[config.mk]
export PLATFORM = sky130hd
export DESIGN_NAME = sipo_framer
export DESIGN_NICKNAME = d
export VERILOG_FILES = /design/src/rtl/sipo_pkg.sv /design/src/rtl/sipo_shift_reg.sv /design/src/rtl/sipo_framer.sv
export SDC_FILE = /design/constraint.sdc
export NUM_CORES = 1
export LEC_CHECK = 0
export CAP_MARGIN = 20
export CELL_PAD_IN_SITES_DETAIL_PLACEMENT = 1
export CELL_PAD_IN_SITES_GLOBAL_PLACEMENT = 2
export CORE_MARGIN = 3
export CORE_UTILIZATION = 30
export CTS_CLUSTER_DIAMETER = 50
export DETAILED_ROUTE_END_ITERATION = 7
export PLACE_DENSITY_LB_ADDON = 0.15
export SKIP_CTS_REPAIR_TIMING = 1
export SLEW_MARGIN = 25
export SYNTH_ARGS = -nofsm -noshare
export SYNTH_HDL_FRONTEND = slang
export SYNTH_HIERARCHICAL = 1
export SYNTH_SLANG_ARGS = --single-unit
[constraint.sdc]
create_clock -name clk -period 2.1 [get_ports clk]
set_clock_uncertainty 0.1 [all_clocks]
set_input_delay 0.525 -clock clk [delete_from_list [all_inputs] [get_ports clk]]
set_output_delay 0.525 -clock clk [all_outputs]
set_load 0.01 [all_outputs]
[src/rtl/sipo_pkg.sv]
// Shared definitions for the serial-to-parallel framer: state encoding and the
// bit-count width helper.
package sipo_pkg;

   typedef enum logic {
      ST_SHIFT = 1'b0,
      ST_PAR   = 1'b1
   } state_t;

   // Counter must reach WIDTH while the parity bit is pending, hence +2.
   function automatic int cnt_width(input int width);
      return $clog2(width + 2);
   endfunction

endpackage

[src/rtl/sipo_shift_reg.sv]
// Shift path of the framer. A clear together with an enable starts a fresh word
// whose first bit is d.
module sipo_shift_reg #(
   parameter int WIDTH     = 8,
   parameter int MSB_FIRST = 1
) (
   input  logic             clk,
   input  logic             rst,
   input  logic             clr,
   input  logic             en,
   input  logic             d,
   output logic [WIDTH-1:0] q
);

   logic [WIDTH-1:0] base;

   assign base = clr ? '0 : q;

   always_ff @(posedge clk) begin
      if (rst) begin
         q <= '0;
      end else if (en) begin
         q <= (MSB_FIRST != 0) ? {base[WIDTH-2:0], d} : {d, base[WIDTH-1:1]};
      end else if (clr) begin
         q <= '0;
      end
   end

endmodule

[src/rtl/sipo_framer.sv]
// Serial-to-parallel framer with holding register and valid/ready handshake.
// Optional parity bit per word when SIPO_PARITY_EN is defined.
//
// state    | meaning
// ---------+---------------------------------------------------------
// ST_SHIFT | collecting data bits; bit_count = bits accepted so far
// ST_PAR   | all data bits in, waiting for the parity bit (parity only)
module sipo_framer
   import sipo_pkg::*;
#(
   parameter int WIDTH      = 8,
   parameter int MSB_FIRST  = 1,
   parameter int PARITY_ODD = 0
) (
   input  logic                           clk,
   input  logic                           rst,
   input  logic                           serial_in,
   input  logic                           serial_valid,
   input  logic                           frame_start,
   output logic [WIDTH-1:0]               parallel_out,
   output logic                           parallel_valid,
   input  logic                           parallel_ready,
   output logic [cnt_width(WIDTH)-1:0]    bit_count,
`ifdef SIPO_PARITY_EN
   output logic                           parity_err,
`endif
   output logic                           overrun
);

   localparam int CNT_W = cnt_width(WIDTH);

   state_t           state_q, state_d;
   logic [CNT_W-1:0] cnt_q, cnt_d;
   logic             shift_en, shift_clr, word_done;
   logic [WIDTH-1:0] shift_q, word_c;

   sipo_shift_reg #(
      .WIDTH     (WIDTH),
      .MSB_FIRST (MSB_FIRST)
   ) u_shift (
      .clk (clk),
      .rst (rst),
      .clr (shift_clr),
      .en  (shift_en),
      .d   (serial_in),
      .q   (shift_q)
   );

`ifdef SIPO_PARITY_EN
   logic parity_bad;

   // Data already sits in the shift register when the parity bit arrives.
   assign word_c     = shift_q;
   assign parity_bad = ((^shift_q) ^ serial_in) != (PARITY_ODD != 0);
`else
   // Word completes on the same edge as its last bit, so assemble it here.
   assign word_c = (MSB_FIRST != 0) ? {shift_q[WIDTH-2:0], serial_in}
                                    : {serial_in, shift_q[WIDTH-1:1]};
`endif

   always_comb begin
      state_d   = state_q;
      cnt_d     = cnt_q;
      shift_en  = 1'b0;
      shift_clr = 1'b0;
      word_done = 1'b0;
      if (frame_start) begin
         shift_clr = 1'b1;
         state_d   = ST_SHIFT;
         if (serial_valid) begin
            shift_en = 1'b1;
            cnt_d    = CNT_W'(1);
         end else begin
            cnt_d = '0;
         end
      end else if (serial_valid) begin
         case (state_q)
            ST_SHIFT: begin
               shift_en = 1'b1;
               if (cnt_q == CNT_W'(WIDTH - 1)) begin
`ifdef SIPO_PARITY_EN
                  state_d = ST_PAR;
                  cnt_d   = CNT_W'(WIDTH);
`else
                  word_done = 1'b1;
                  cnt_d     = '0;
`endif
               end else begin
                  cnt_d = cnt_q + CNT_W'(1);
               end
            end
`ifdef SIPO_PARITY_EN
            ST_PAR: begin
               word_done = 1'b1;
               state_d   = ST_SHIFT;
               cnt_d     = '0;
            end
`endif
            default: begin
               state_d = ST_SHIFT;
               cnt_d   = '0;
            end
         endcase
      end
   end

   always_ff @(posedge clk) begin
      if (rst) begin
         state_q        <= ST_SHIFT;
         cnt_q          <= '0;
         parallel_out   <= '0;
         parallel_valid <= 1'b0;
         overrun        <= 1'b0;
`ifdef SIPO_PARITY_EN
         parity_err     <= 1'b0;
`endif
      end else begin
         state_q <= state_d;
         cnt_q   <= cnt_d;
         overrun <= 1'b0;
`ifdef SIPO_PARITY_EN
         parity_err <= word_done && parity_bad;
`endif
         if (word_done) begin
            // A held word is only replaced when the consumer takes it this edge.
            if (!parallel_valid || parallel_ready) begin
               parallel_out   <= word_c;
               parallel_valid <= 1'b1;
            end else begin
               overrun <= 1'b1;
            end
         end else if (parallel_valid && parallel_ready) begin
            parallel_valid <= 1'b0;
         end
      end
   end

   assign bit_count = cnt_q;

endmodule

==> results of run 1 <==
metrics by stage:
step | hold slack, ps | total power (W)
floorplan | 351 | 0.000440
global route | 420 | 0.000698
global placement | 360 | 0.000468
finish | 383 | 0.000660
detailed placement | 373 | 0.000469
CTS | 393 | 0.000679
cell usage in the layout, fill, tap and decap left out:
| master | instances |
|---|---|
| nand2b_1 | 17 |
| ha_1 | 1 |
| nor3b_2 | 1 |
| and2b_2 | 1 |
| mux2i_1 | 15 |
| clkdlybuf4s50_1 | 19 |
| xor2_1 | 1 |
| or2_2 | 1 |
| or3b_4 | 1 |
| clkinv_2 | 1 |
| dfxtp_1 | 21 |
| nor3_1 | 4 |
| nand4_1 | 1 |
| or2_1 | 1 |
| xnor2_1 | 1 |
| nor2_1 | 7 |
| or3b_1 | 1 |
| a211oi_1 | 1 |
| nand2_1 | 4 |
| or3_1 | 1 |
| a21oi_1 | 2 |
| clkbuf_4 | 3 |
| buf_4 | 7 |
where the power goes:
| part | leakage [nW] | internal, W | switching [W] |
|---|---|---|---|
| Sequential | 0.170 | 0.000402 | 0.00000336 |
| Combinational | 0.221 | 0.0000321 | 0.0000221 |
| Clock | 0.0177 | 0.0000710 | 0.000129 |
final cells by class:
cell class                      instances  area [sq um]  share of cell area, %
Timing Repair Buffer                   26           243                   20.9
Multi-Input combinational cell         61           432                   37.2
Clock inverter                          1          5.00                  0.431
Clock buffer                            3          22.5                   1.94
Sequential cell                        21           420                   36.2
Tap cell                               31          38.8                   3.34
state kept, by name (all words and copies together), names as in the netlist:
name,count
bit_count,4
u_shift/q,7
overrun,1
parallel_valid,1
parallel_out,8
how the worst max path moves through the flow:
| stage | startpoint | endpoint | cells past startpoint |
|---|---|---|---|
| floorplan | bit_count[1]$_SDFFE_PP0P_ | parallel_out[0]$_SDFFE_PP0P_ | 5 |
| global placement | frame_start | parallel_out[5]$_SDFFE_PP0P_ | 5 |
| detailed placement | frame_start | parallel_out[0]$_SDFFE_PP0P_ | 5 |
| CTS | bit_count[2]$_SDFFE_PP0P_ | bit_count[2] | 1 |
| global route | bit_count[2]$_SDFFE_PP0P_ | bit_count[2] | 1 |
| finish | bit_count[2]$_SDFFE_PP0P_ | bit_count[2] | 1 |
metal layers:
metal  global-route usage (%)  vias to the layer above
met1                     16.5                      311
met2                     17.4                       12
met4                     5.70                        0
li1                         -                      343
met5                        0                        -
met3                     2.55                        2
==> flow_summary.toml, run 1 <==
[setup_path]
rrSetupSlack_ps = 360
crit-reg2reg-launch = "bit_count[0]$_SDFFE_PP0P_"
critPathSlowestCell = "clkdlybuf4s50_1"
endpoint_kind = "output port"
cp_slowest_stage_delay_ps = 560
required_ps = 1470
crit_path_cell_trace = "clkdlybuf4s50_1"
worst_setup_path_start_kind = "flop"
crit_fanout = 4
ff2ff_path_depth = 5
criticalPathCategory = "reg2out"
critical_path_buf_inv_count = 1
r2r-end = "parallel_out[0]$_SDFFE_PP0P_"
crit_arrival_ps = 1280
crit_family = "buffers and inverters"

[clock_tree]
cts_tree = "built"
cts-root-buf = "clkbuf_4"
htreeDepth = 1
cts.sinks = 21
cts_buffers = 3
clk_latency_ps = 310
cts.clk_slew.worst_paths_ps = 130
clockBufferDepth = 2

[drt]
dr_wl_met2_um = 769
drc_errors = 0
drt_iter0_markers = 6
wl_per_cell_um = 12.6
routed_wl_um = 1810
drtPass1Iterations = 4
ant_nets = 0
avgViaCountPerCell = 4.67
met3WireLength_um = 69
top_layer_used = "met4"
wl_met1_um = 953
route.vias.total = 668

[floorplanning]
die_y_um = 60.3
start_util_pct = 31.8
core-area_sq_um = 2780
ios = 20
dieArea_sq_um = 3640
rows = 19
die_x_um = 60.3

[sta]
setup-violations-final = 0
period_share_pct = 90.7
worst_slew_pin_slew_ps = 253
rsz0062_at_grt = "false"
min_period_ps = 1900
tns_ps = 0
fin_ws_ps = 196
fmax_ghz = 0.525
finalHoldViolCount = 0
relSlewSlack_pct = 83.1
report.final.slew_viol_count = 0

[cells_and_area]
design_area_sq_um = 1160
nNetsFinal = 120
final_cells = 143
utilization_pct = 41.7
fillers = 323
area_delta_synth_final_pct = 31.1
drive_above_1_share_pct = 13.4
diodes = 0

[synthesis]
synth.avg_cell_area_sq_um = 10.2
syn_inst = 87
synthesis.area_sq_um = 886
yosysWarnings = 6
syn_nets = 94

[pwr]
ir_worst_vdd_mv = 0.323
power_per_cell_area_nw_per_um2 = 568
p_leak_nw = 0.409

[worst_hold_path]
hp-start = "parallel_out[3]$_SDFFE_PP0P_"
holdPathStages = 2
hp-class = "reg2reg"
hold-path-endpoint = "parallel_out[3]$_SDFFE_PP0P_"

[global_route]
grt.total_usage_pct = 11.9
antenna_found_initial = 0
grt_pass1_vias = 703
grt_pass1_wl_um = 3220
grt_max_degree = 13
overflow = 0

[placed_design]
dp_slack_ps = -31.5
io_buffers = 19
dp_hpwl_um = 1360
place_congestion = 0.726
place_area_sq_um = 1130
placed_cells = 139

[outcome]
status = "finished clean"

[flow_run]
cap_violations = 0
No activity file was read; power rests on OpenSTA's default activity.
==> inputs of run 2 (changes only) <==
--- a/config.mk
+++ b/config.mk
@@ -8,7 +8,7 @@
 export CAP_MARGIN = 20
 export CELL_PAD_IN_SITES_DETAIL_PLACEMENT = 1
 export CELL_PAD_IN_SITES_GLOBAL_PLACEMENT = 2
-export CORE_MARGIN = 3
+export CORE_MARGIN = 2
 export CORE_UTILIZATION = 30
 export CTS_CLUSTER_DIAMETER = 50
 export DETAILED_ROUTE_END_ITERATION = 7
==> flow_summary.toml, run 2 (synthesis results as in run 1) <==
[setup_path]
critPathSlowestCell = "clkdlybuf4s50_1"
criticalPathCategory = "reg2out"
crit_path_cell_trace = "clkdlybuf4s50_1"
crit_path_end = "bit_count[2]"
worst_setup_path_start_kind = "flop"
crit_arrival_ps = 1270
critical_path_cell_count = 1
cp_slowest_stage_delay_ps = 560
r2r-end = "parallel_out[1]$_SDFFE_PP0P_"
critical_path_buf_inv_count = 1
required_ps = 1470
endpoint_kind = "output port"
rrSetupSlack_ps = 330
ff2ff_path_depth = 5
crit-reg2reg-launch = "bit_count[0]$_SDFFE_PP0P_"
crit_family = "buffers and inverters"
startpoint = "bit_count[2]$_SDFFE_PP0P_"
crit_fanout = 4

[pwr]
pwr-share-seq_pct = 62.2
p_leak_nw = 0.396
switching_share_pct = 22.4
clock_power_share_pct = 30.0
p_int_w = 0.000505
comb_power_share_pct = 7.8
power_per_cell_area_nw_per_um2 = 569
switching_power_w = 0.000146
ir_worst_vdd_mv = 0.308

[drt]
drt_iter0_markers = 12
drc_errors = 0
avgViaCountPerCell = 4.59
route.vias.total = 647
routed_wl_um = 1720
drtPass1Iterations = 3
ant_nets = 0
wl_per_cell_um = 12.2

[global_route]
grt_pass1_vias = 664
grt_max_degree = 18
antenna_found_initial = 0
grt.total_usage_pct = 11.3
grt_pass1_wl_um = 2900
overflow = 0

[cells_and_area]
design_area_sq_um = 1140
final_cell_mix = "dfxtp_1 (21), clkdlybuf4s50_1 (19), nand2b_1 (17)"
drive_above_1_share_pct = 10.9
diodes = 0
area_delta_synth_final_pct = 29.2
regMostFlops = "parallel_out"
nNetsFinal = 118
register_area_sq_um = 420
fillers = 346
layout_commonest_cell = "dfxtp_1"
multiInputGateArea_sq_um = 432
largest_register_ffs = 8

[placed_design]
place_congestion = 0.671
dp_slack_ps = -48.0
io_buffers = 19
place_area_sq_um = 1120
dp_hpwl_um = 1290

[sta]
fin_ws_ps = 201
setup-violations-final = 0
period_share_pct = 90.4
finalHoldWorstSlack_ps = 382
worst_slew_pin_slew_ps = 188
relSlewSlack_pct = 87.4
report.final.slew_viol_count = 0
fmax_ghz = 0.527
finalHoldViolCount = 0
min_period_ps = 1900
rsz0062_at_grt = "false"

[clock_tree]
cts-root-buf = "clkbuf_4"
cts_buffers = 3
cts.sinks = 21
cts.clk_slew.worst_paths_ps = 110
htreeDepth = 1
clockBufferDepth = 2
cts_tree = "built"
clk_latency_ps = 300

[outcome]
status = "finished clean"

[floorplanning]
rows = 19
core-area_sq_um = 2780
ios = 20
die_y_um = 58.3
die_x_um = 58.3
start_util_pct = 31.8
dieArea_sq_um = 3400

[worst_hold_path]
hp-class = "reg2reg"

[flow_run]
cap_violations = 0
run 2: worst reg2reg max path, cell delays in order, from the launching register on:
cell and delay (ps):
dfxtp_1 390, ha_1 210, or3b_4 410, nor3b_2 190, buf_4 210, mux2i_1 200
run 2: per-stage QoR:
step	instances	util [%]	setup TNS [ps]	total power, W
global route	141	41.2	0	0.000686
floorplan	87	-	0	0.000440
CTS	141	41.2	0	0.000665
finish	141	41.2	0	0.000651
global placement	137	40.2	0	0.000465
detailed placement	137	40.2	-233	0.000466
run 2: power groups by stage:
| stage | Sequential, W | Combinational, W | Clock, W |
|---|---|---|---|
| 3_5_place_dp | 0.000414 | 0.0000520 | 0 |
| 6_report | 0.000405 | 0.0000509 | 0.000195 |
| 5_1_grt | 0.000406 | 0.0000554 | 0.000225 |
| 3_3_place_gp | 0.000414 | 0.0000514 | 0 |
| 2_1_floorplan | 0.000414 | 0.0000259 | 0 |
| 4_1_cts | 0.000405 | 0.0000520 | 0.000209 |
run 2: worst min path at each step:
stage | depth (start not counted) | endpoint | startpoint
detailed placement | 2 | parallel_out[5]$_SDFFE_PP0P_ | parallel_out[5]$_SDFFE_PP0P_
finish | 2 | parallel_out[5]$_SDFFE_PP0P_ | parallel_out[5]$_SDFFE_PP0P_
global route | 2 | parallel_out[7]$_SDFFE_PP0P_ | u_shift/q[6]$_SDFF_PP0_
CTS | 2 | parallel_out[5]$_SDFFE_PP0P_ | parallel_out[5]$_SDFFE_PP0P_
global placement | 2 | parallel_out[0]$_SDFFE_PP0P_ | parallel_out[0]$_SDFFE_PP0P_
floorplan | 2 | parallel_out[7]$_SDFFE_PP0P_ | u_shift/q[6]$_SDFF_PP0_
run 2: cell type report:
class | count | share of cell area [%]
repair buffers | 24 | 19.9
flip-flops and latches | 21 | 36.7
clock buffers | 4 | 2.30
multi-input cells | 61 | 37.7
well taps | 31 | 3.39
run 2: metal layers:
metal | up-vias | track usage, % | part of all wire (%)
li1 | 338 | - | -
met1 | 291 | 15.2 | 52
met2 | 14 | 16.7 | 41
met3 | 4 | 2.64 | 4.7
met4 | 0 | 5.98 | 2.0
met5 | - | 0 | 0
